**config.mk**
```make
export PLATFORM = sky130hd
export DESIGN_NAME = enc_pulse_gen
export DESIGN_NICKNAME = d
export VERILOG_FILES = /design/src/rtl/enc_pulse_gen.sv
export SDC_FILE = /design/constraint.sdc
export NUM_CORES = 1
export LEC_CHECK = 0
export ABC_AREA = 1
export CORE_ASPECT_RATIO = 0.6
export CORE_MARGIN = 2
export CORE_UTILIZATION = 45
export CTS_BUF_LIST = sky130_fd_sc_hd__clkbuf_16
export CTS_CLUSTER_DIAMETER = 60
export DETAILED_ROUTE_END_ITERATION = 6
export GPL_ROUTABILITY_DRIVEN = 0
export PLACE_DENSITY = 0.69
export SLEW_MARGIN = 20
export SYNTH_ARGS = -nofsm -noshare
export SYNTH_HDL_FRONTEND = slang
export SYNTH_SLANG_ARGS = --single-unit
```
**constraint.sdc**
```tcl
create_clock -name CLK -period 7.2 [get_ports CLK]
set_clock_uncertainty 0.15 [all_clocks]
set_input_delay 1.44 -clock CLK [delete_from_list [all_inputs] [get_ports CLK]]
set_output_delay 1.44 -clock CLK [all_outputs]
set_load 0.005 [all_outputs]
```
**src/rtl/enc_pulse_gen.sv**
```systemverilog
// Encoder emulator: programmable A pulse train with a Z index pulse every N A pulses.
// It supports finite bursts and continuous runs, and counts the A rising edges emitted since start.
module enc_pulse_gen #(
    parameter int P_TIME_WIDTH  = 32,
    parameter int P_ZNUM_WIDTH  = 16,
    parameter int P_BURST_WIDTH = 32
) (
    input  logic                     CLK,
    input  logic                     ResetN,
    input  logic                     I_START,
    input  logic                     I_STOP,
    input  logic [P_TIME_WIDTH-1:0]  I_PERIOD,
    input  logic [P_TIME_WIDTH-1:0]  I_HIGH,
    input  logic [P_ZNUM_WIDTH-1:0]  I_Z_NUM,
    input  logic [P_BURST_WIDTH-1:0] I_BURST,
    output logic                     O_A,
    output logic                     O_Z,
    output logic                     O_ARM,
    output logic                     O_BUSY,
    output logic                     O_DONE,
    output logic [63:0]              O_PULSE_CNT
);
    localparam logic [1:0] S_IDLE = 2'd0;
    localparam logic [1:0] S_HIGH = 2'd1;
    localparam logic [1:0] S_LOW  = 2'd2;

    localparam logic [P_TIME_WIDTH-1:0] T_ONE = {{(P_TIME_WIDTH-1){1'b0}}, 1'b1};
    localparam logic [P_ZNUM_WIDTH-1:0] Z_ONE = {{(P_ZNUM_WIDTH-1){1'b0}}, 1'b1};

    logic [1:0]               state;
    logic                     rise_pend;
    logic                     z_pend;
    logic [P_TIME_WIDTH-1:0]  high_len;
    logic [P_TIME_WIDTH-1:0]  low_len;
    logic [P_TIME_WIDTH-1:0]  ph;
    logic [P_ZNUM_WIDTH-1:0]  z_num;
    logic [P_ZNUM_WIDTH-1:0]  zcnt;
    logic [P_BURST_WIDTH-1:0] burst;

    logic [P_TIME_WIDTH-1:0]  h_legal;
    logic [P_TIME_WIDTH-1:0]  low_legal;
    logic [P_ZNUM_WIDTH-1:0]  zcnt_next;
    logic                     z_hit;
    logic                     burst_hit;
    logic                     low_end;
    logic                     do_rise;

    // Low length is stored instead of the period so H+1 can never overflow.
    always_comb begin
        h_legal   = (I_HIGH == '0) ? T_ONE : I_HIGH;
        low_legal = (I_PERIOD > h_legal) ? (I_PERIOD - h_legal) : T_ONE;
        zcnt_next = zcnt + Z_ONE;
        z_hit     = (z_num != '0) && (zcnt_next == z_num);
        burst_hit = (burst != '0) && (O_PULSE_CNT == {{(64-P_BURST_WIDTH){1'b0}}, burst});
        low_end   = (state == S_LOW) && (ph == low_len);
        do_rise   = !I_STOP && (((state == S_HIGH) && rise_pend) || (low_end && !burst_hit));
    end

    always_ff @(posedge CLK or negedge ResetN) begin
        if (!ResetN) begin
            state       <= S_IDLE;
            rise_pend   <= 1'b0;
            z_pend      <= 1'b0;
            high_len    <= '0;
            low_len     <= '0;
            ph          <= '0;
            z_num       <= '0;
            zcnt        <= '0;
            burst       <= '0;
            O_A         <= 1'b0;
            O_Z         <= 1'b0;
            O_ARM       <= 1'b0;
            O_BUSY      <= 1'b0;
            O_DONE      <= 1'b0;
            O_PULSE_CNT <= '0;
        end else begin
            O_DONE <= 1'b0;
            O_Z    <= z_pend;
            z_pend <= 1'b0;
            case (state)
                S_IDLE: begin
                    if (I_START && !I_STOP) begin
                        state       <= S_HIGH;
                        rise_pend   <= 1'b1;
                        high_len    <= h_legal;
                        low_len     <= low_legal;
                        z_num       <= I_Z_NUM;
                        burst       <= I_BURST;
                        ph          <= '0;
                        zcnt        <= '0;
                        O_PULSE_CNT <= '0;
                    end
                end
                S_HIGH: begin
                    if (!I_STOP && !rise_pend) begin
                        if (ph == high_len) begin
                            state <= S_LOW;
                            O_A   <= 1'b0;
                            ph    <= T_ONE;
                        end else begin
                            ph <= ph + T_ONE;
                        end
                    end
                end
                S_LOW: begin
                    if (!I_STOP) begin
                        if (low_end && burst_hit) begin
                            state  <= S_IDLE;
                            O_ARM  <= 1'b0;
                            O_BUSY <= 1'b0;
                            O_DONE <= 1'b1;
                        end else if (!low_end) begin
                            ph <= ph + T_ONE;
                        end
                    end
                end
                default: state <= S_IDLE;
            endcase

            // Shared A-rise update: first pulse after start and every LOW->HIGH wrap.
            if (do_rise) begin
                state       <= S_HIGH;
                rise_pend   <= 1'b0;
                ph          <= T_ONE;
                O_A         <= 1'b1;
                O_ARM       <= 1'b1;
                O_BUSY      <= 1'b1;
                O_PULSE_CNT <= O_PULSE_CNT + 64'd1;
                z_pend      <= z_hit;
                zcnt        <= z_hit ? '0 : zcnt_next;
            end

            // Abort from any active state; the pulse count is deliberately kept.
            if (I_STOP && (state != S_IDLE)) begin
                state     <= S_IDLE;
                rise_pend <= 1'b0;
                z_pend    <= 1'b0;
                O_A       <= 1'b0;
                O_Z       <= 1'b0;
                O_ARM     <= 1'b0;
                O_BUSY    <= 1'b0;
            end
        end
    end
endmodule

```
### After elaboration in Yosys (flattened, before gate mapping)

Index checks and enable logic that the tools add are counted.

* register bits: 232
* input bits: 116
* output and inout port bits: 69

* eq/ne operators: 17
* $add $sub $neg: 4
* $lt $le $gt $ge: 1
* reduce and logical (&&, ||, !) cells: 36
* multiplexer cells: 45

Operators by type and width (count)
* 32-bit 2-to-1 mux: 9
* 64-bit 2-to-1 mux: 3
* 32-bit case mux with 3 select lines: 1
* 64-bit by 1-bit adder with 64-bit output, second input constant: 1
* 32-bit == test: 2
* 64-bit by 32-bit == test with 1-bit output: 1
* 16-bit 2-to-1 mux: 4
* 32-bit by 1-bit adder with 32-bit output, second input constant: 1
* 32-bit > comparator: 1
* 32-bit logical NOT: 1
* 32-bit nonzero test: 1
* 32-bit subtractor: 1
* 3-bit nonzero test: 7
* 1-bit 2-to-1 mux: 20
* 16-bit by 1-bit adder with 16-bit output, second input constant: 1
* 16-bit == test: 1
* 16-bit nonzero test: 1
* 2-bit 2-to-1 mux: 7
* 3-bit inequality test, second input constant: 4
* 4-bit by 2-bit inequality test with 1-bit output, second input constant: 3
* 1-bit logical AND: 10
* 2-bit case mux with 3 select lines: 1
* 2-bit AND reduction: 3
* 3-bit AND reduction: 2
* 13 further kinds: 17

### Depth between registers and ports, before layout

* depth after elaboration: 8
* gate-level depth with buffers: 18
* mapped depth without buffers: 17

### Worst setup path after synthesis

OpenSTA, ideal clock, no wires.

* kind: input -> register
* from: input port I_HIGH[8]
* to: register low_len[11]
* setup time: 0.121 ns
* stages: 16
* slack: 3.391 ns
* required time: 6.929 ns
* buffers on the path: 1
* arrival: 3.538 ns
* path through: nor4_1 -> nand4_1 -> o21bai_1 -> ha_1 -> fa_1 -> inv_1 -> nand3_1 -> nand2_1 -> nand2_1 -> nand3_1 -> a21oi_1 -> o21ai_1 -> nand2_1 -> a21oi_2 -> buf_2 -> a22o_1

* cells in the longest elaborated chain, start to end: 4
* elaborated cells between the ends (all ways): 5
* classes of those cells: add/sub (1); order compare (1); mux (2); reduce/logical (1)

Ends and longest elaborated chain
* from (decl): RTL line 13 `input logic [P_TIME_WIDTH-1:0] I_HIGH,`
* 32-bit logical NOT *: RTL line 50 `h_legal = (I_HIGH == '0) ? T_ONE : I_HIGH;`
* 32-bit 2-to-1 mux *: RTL line 50
* via h_legal[0]: RTL line 40 `logic [P_TIME_WIDTH-1:0] h_legal;`
* 32-bit subtractor / 32-bit > comparator (equally long branches): RTL line 51 `low_legal = (I_PERIOD > h_legal) ? (I_PERIOD - h_legal) : T_ONE;`
* 32-bit 2-to-1 mux *: RTL line 51
* to (signal assigned): RTL line 86 `low_len <= low_legal;`
* to (decl): RTL line 34 `logic [P_TIME_WIDTH-1:0] low_len;`

Mark *: on every way through the listed nets, which the timed path passes. The rest lies on a longest branch.
A chain may end at the register's enable or synchronous reset.

### Worst setup path after layout

* from: input port I_HIGH[29]
* to: register low_len[20]

The elaborated chain is that of the path after synthesis.

==> run metrics <==
Seq. cell area=0.00581 mm^2; CP Class=in -> reg; NumNets Final=2761; Worst-Skew Late Latency=0.55 ns; share of cells above drive strength 1=3.63%; Period minus WS final=4.95 ns; Power Internal=3030 uW; cell area after synthesis=0.0166 mm^2; Logic pwr share=35.8%; top post-synthesis cells by count=nand2_1, nor2_1, inv_1, dfrtp_1, nand3_1; leading area contributor after synthesis=dfrtp_1; dpl hpwl=43.9 mm; Area Overhead vs Synth=17.2%; CTS Root Cell=clkbuf_16; worst path bufs/invs=3; Startpoint Class=input port; CTS tree=built; most frequent cell after synthesis=nand2_1; Port Buffers=184; CTS resizes=0; area of the multi-input gates=0.00941 mm^2; FFs w/ async S/R, synth=100%; row cnt=54; WP data required=7.46 ns; wire per inst=18.5 um; HP Class=reg -> reg; clock tree buffer depth=3; post-synth cell types=51; power per cell area=259 mW/mm^2; setup_tns=0 ns; Hold Worst Slack=0.329 ns; placed cell area=0.0187 mm^2; Fin. Hold Viols=0; Seq/Total Area, Yosys=34.9%; dpl ws=1.80 ns; Die Width=252 um; Worst-Margin Slew=0.985 ns; largest net degree at the start of global routing=157; Post-synth EDFFs=0; First-pass DRT Iterations=7; CP top delay family=simple AND/OR/NAND/NOR gates; via count=17200; Syn Area/Cell=6.75 um^2; total global-route track usage=29.3%; Reg2Reg Setup Slack=2.87 ns; die height=153 um; final worst slack=2.25 ns; Sw Ratio=40.1%; Vias/cell=5.55; CP max-delay cell=nor4_1; CTS clk-pin slew, worst paths=0.07 ns; DR DRC count=3; Cells after DPL=3053; drt first-iter violations=2256; leak pwr=0.00863 uW; final instance area=0.0195 mm^2; post-synthesis net count=2623; VDD IR max=0.000178 V; fin crit share=68.8%; Reg power frac=38.9%; normalized max-slew margin=34.2%; Detailed Route WL=57.1 mm; final non-filler cell total=3095; worst r2r path cells=13; Post-synth top flop=dfrtp_1; WHS Path Cells=2; clock sink count=232; largest cells by area after synthesis=dfrtp_1, nand2_1, nor2_1, inv_1, nand3_1; area of the core=0.0364 mm^2; switching pwr=2030 uW; Synth Warn #=0; Critical Path Max Stage Delay=0.53 ns; status=finished with violations; RSZ-0062 raised after global routing=no; hold buffer count at CTS=0; Starting Density=45.7%; Hold EP=O_Z; first-pass GRT wire length=89.6 mm; Fmax=202 MHz; post-synthesis register bit count=232; failing checks=DRC; number of global-route vias before repair=15900; Final Max Tran Viols=0; Final setup viols=0; Crit Path Max Fanout=32; Critical Path End Type=register; crit path DAT=5.21 ns; H-Tree Depth=1; # IOs=185; Post-Syn Instances=2465; Die ar.=0.0386 mm^2; Clk pwr share=25.3%; Layout fillers=3505; initial antenna violation count=1; post-synth top area share=34.9%; antenna viol nets, final=0; worst hold start=z_pend; buffer count from post-CTS setup fixing=0; TritonCTS Buffers=24; grt ovf=0; crit-path cells=clkdlybuf4s50_1, nor4_1, nand4_1, o21bai_1, ha_1, fa_1, inv_1, nand3_1, nand2_1, nand2_1, nand3_1, a21oi_1, o21ai_1, nand2_1, a21oi_2, buf_4, nand2_1, o21ai_0; FF-to-FF Start=state[0]; crit-path most repeated cell=nand2_1; R2R Path End=O_PULSE_CNT[4]; Max Cap Viol=0
power groups by stage:
stage	logic, uW	clock network [uW]	registers [uW]
after floorplan	1330	0	1870
after global placement	1730	0	1980
after detailed placement	1770	0	1980
after CTS	1770	1300	1960
after global routing	2030	1350	2010
final	1810	1280	1970
layer usage:
metal	GRT usage, %	vias to the layer above	routed length (um)
li1	-	8178	-
met1	46.3	7946	26800
met2	37.6	983	21200
met3	10.0	72	7870
met4	5.95	0	1180
met5	0	-	0
layout by cell type, fill, tap and decap left out, types with 18 or more instances in the layout:
cell               n
nor2_1           297
dfrtp_1          232
nand3_1          155
o22ai_1           30
clkdlybuf4s50_1  183
nand4_1           59
inv_2             18
xor2_1            82
nor4_1            25
clkbuf_16         25
o21ai_0          129
a21oi_1           43
inv_1            253
nand2_1          813
xnor2_1           55
nor3_1            61
ha_1              41
state kept, by name, indices dropped and copies added (netlist names):
| name | count |
|---|---|
| O_PULSE_CNT | 64 |
| low_len | 32 |
| zcnt | 16 |
| O_DONE | 1 |
| state | 2 |
| O_Z | 1 |
| z_pend | 1 |
| z_num | 16 |
| O_BUSY | 1 |
| O_A | 1 |
| rise_pend | 1 |
| burst | 32 |
| ph | 32 |
| high_len | 32 |
how the worst max path moves through the flow:
stage	start	endpoint	cells past startpoint
after floorplan	I_HIGH[8]	low_len[11]	16
after detailed placement	I_HIGH[29]	low_len[20]	18
final	I_HIGH[29]	low_len[20]	18
after global placement	I_HIGH[28]	low_len[24]	18
after global routing	I_HIGH[29]	low_len[10]	18
after CTS	I_HIGH[28]	low_len[10]	18
area by class of cell:
| cell class | instances | area share, % |
|---|---|---|
| antenna | 1 | 0.0128 |
| clock buffer | 25 | 3.21 |
| clock inverter | 16 | 0.751 |
| inverter | 267 | 5.14 |
| multi-input combinational | 1887 | 48.3 |
| sequential | 232 | 29.8 |
| tap | 476 | 3.05 |
| timing repair buffer | 191 | 9.80 |
worst reg2reg max path, cell delays in order, from the launching register on:
cell     delay (ns)
dfrtp_1        0.40
inv_1          0.11
ha_1           0.70
inv_2          0.27
nor2_1         0.17
nand3_1        0.07
nor2_1         0.10
nand3_1        0.13
nor2_4         0.20
nand3_4        0.13
nand2_4        0.55
nor2_8         0.19
inv_2          0.77
o21ai_0        0.24
cells by family (layout without fill, tap and decap cells):
kind of cell,Yosys count,after routing,synth area share (%)
XOR/XNOR,138,138,7.31
AND/OR/NAND/NOR,1445,1445,36.7
buffers and inverters,346,499,8.59
adder cells (fa/ha/maj),42,42,3.20
other,0,1,0
AO/OA/AOI/OAI,259,259,9.16
multiplexers,3,3,0.180
flip-flops,232,232,34.9
metrics by stage:
stage / total power (uW) / util [%]
global placement: 3700 / 51.4
detailed placement: 3750 / 51.4
floorplan: 3200 / -
CTS: 5030 / 53.5
finish: 5050 / 53.6
global route: 5390 / 53.6
Note: power is estimated with default switching activity, not from simulation.
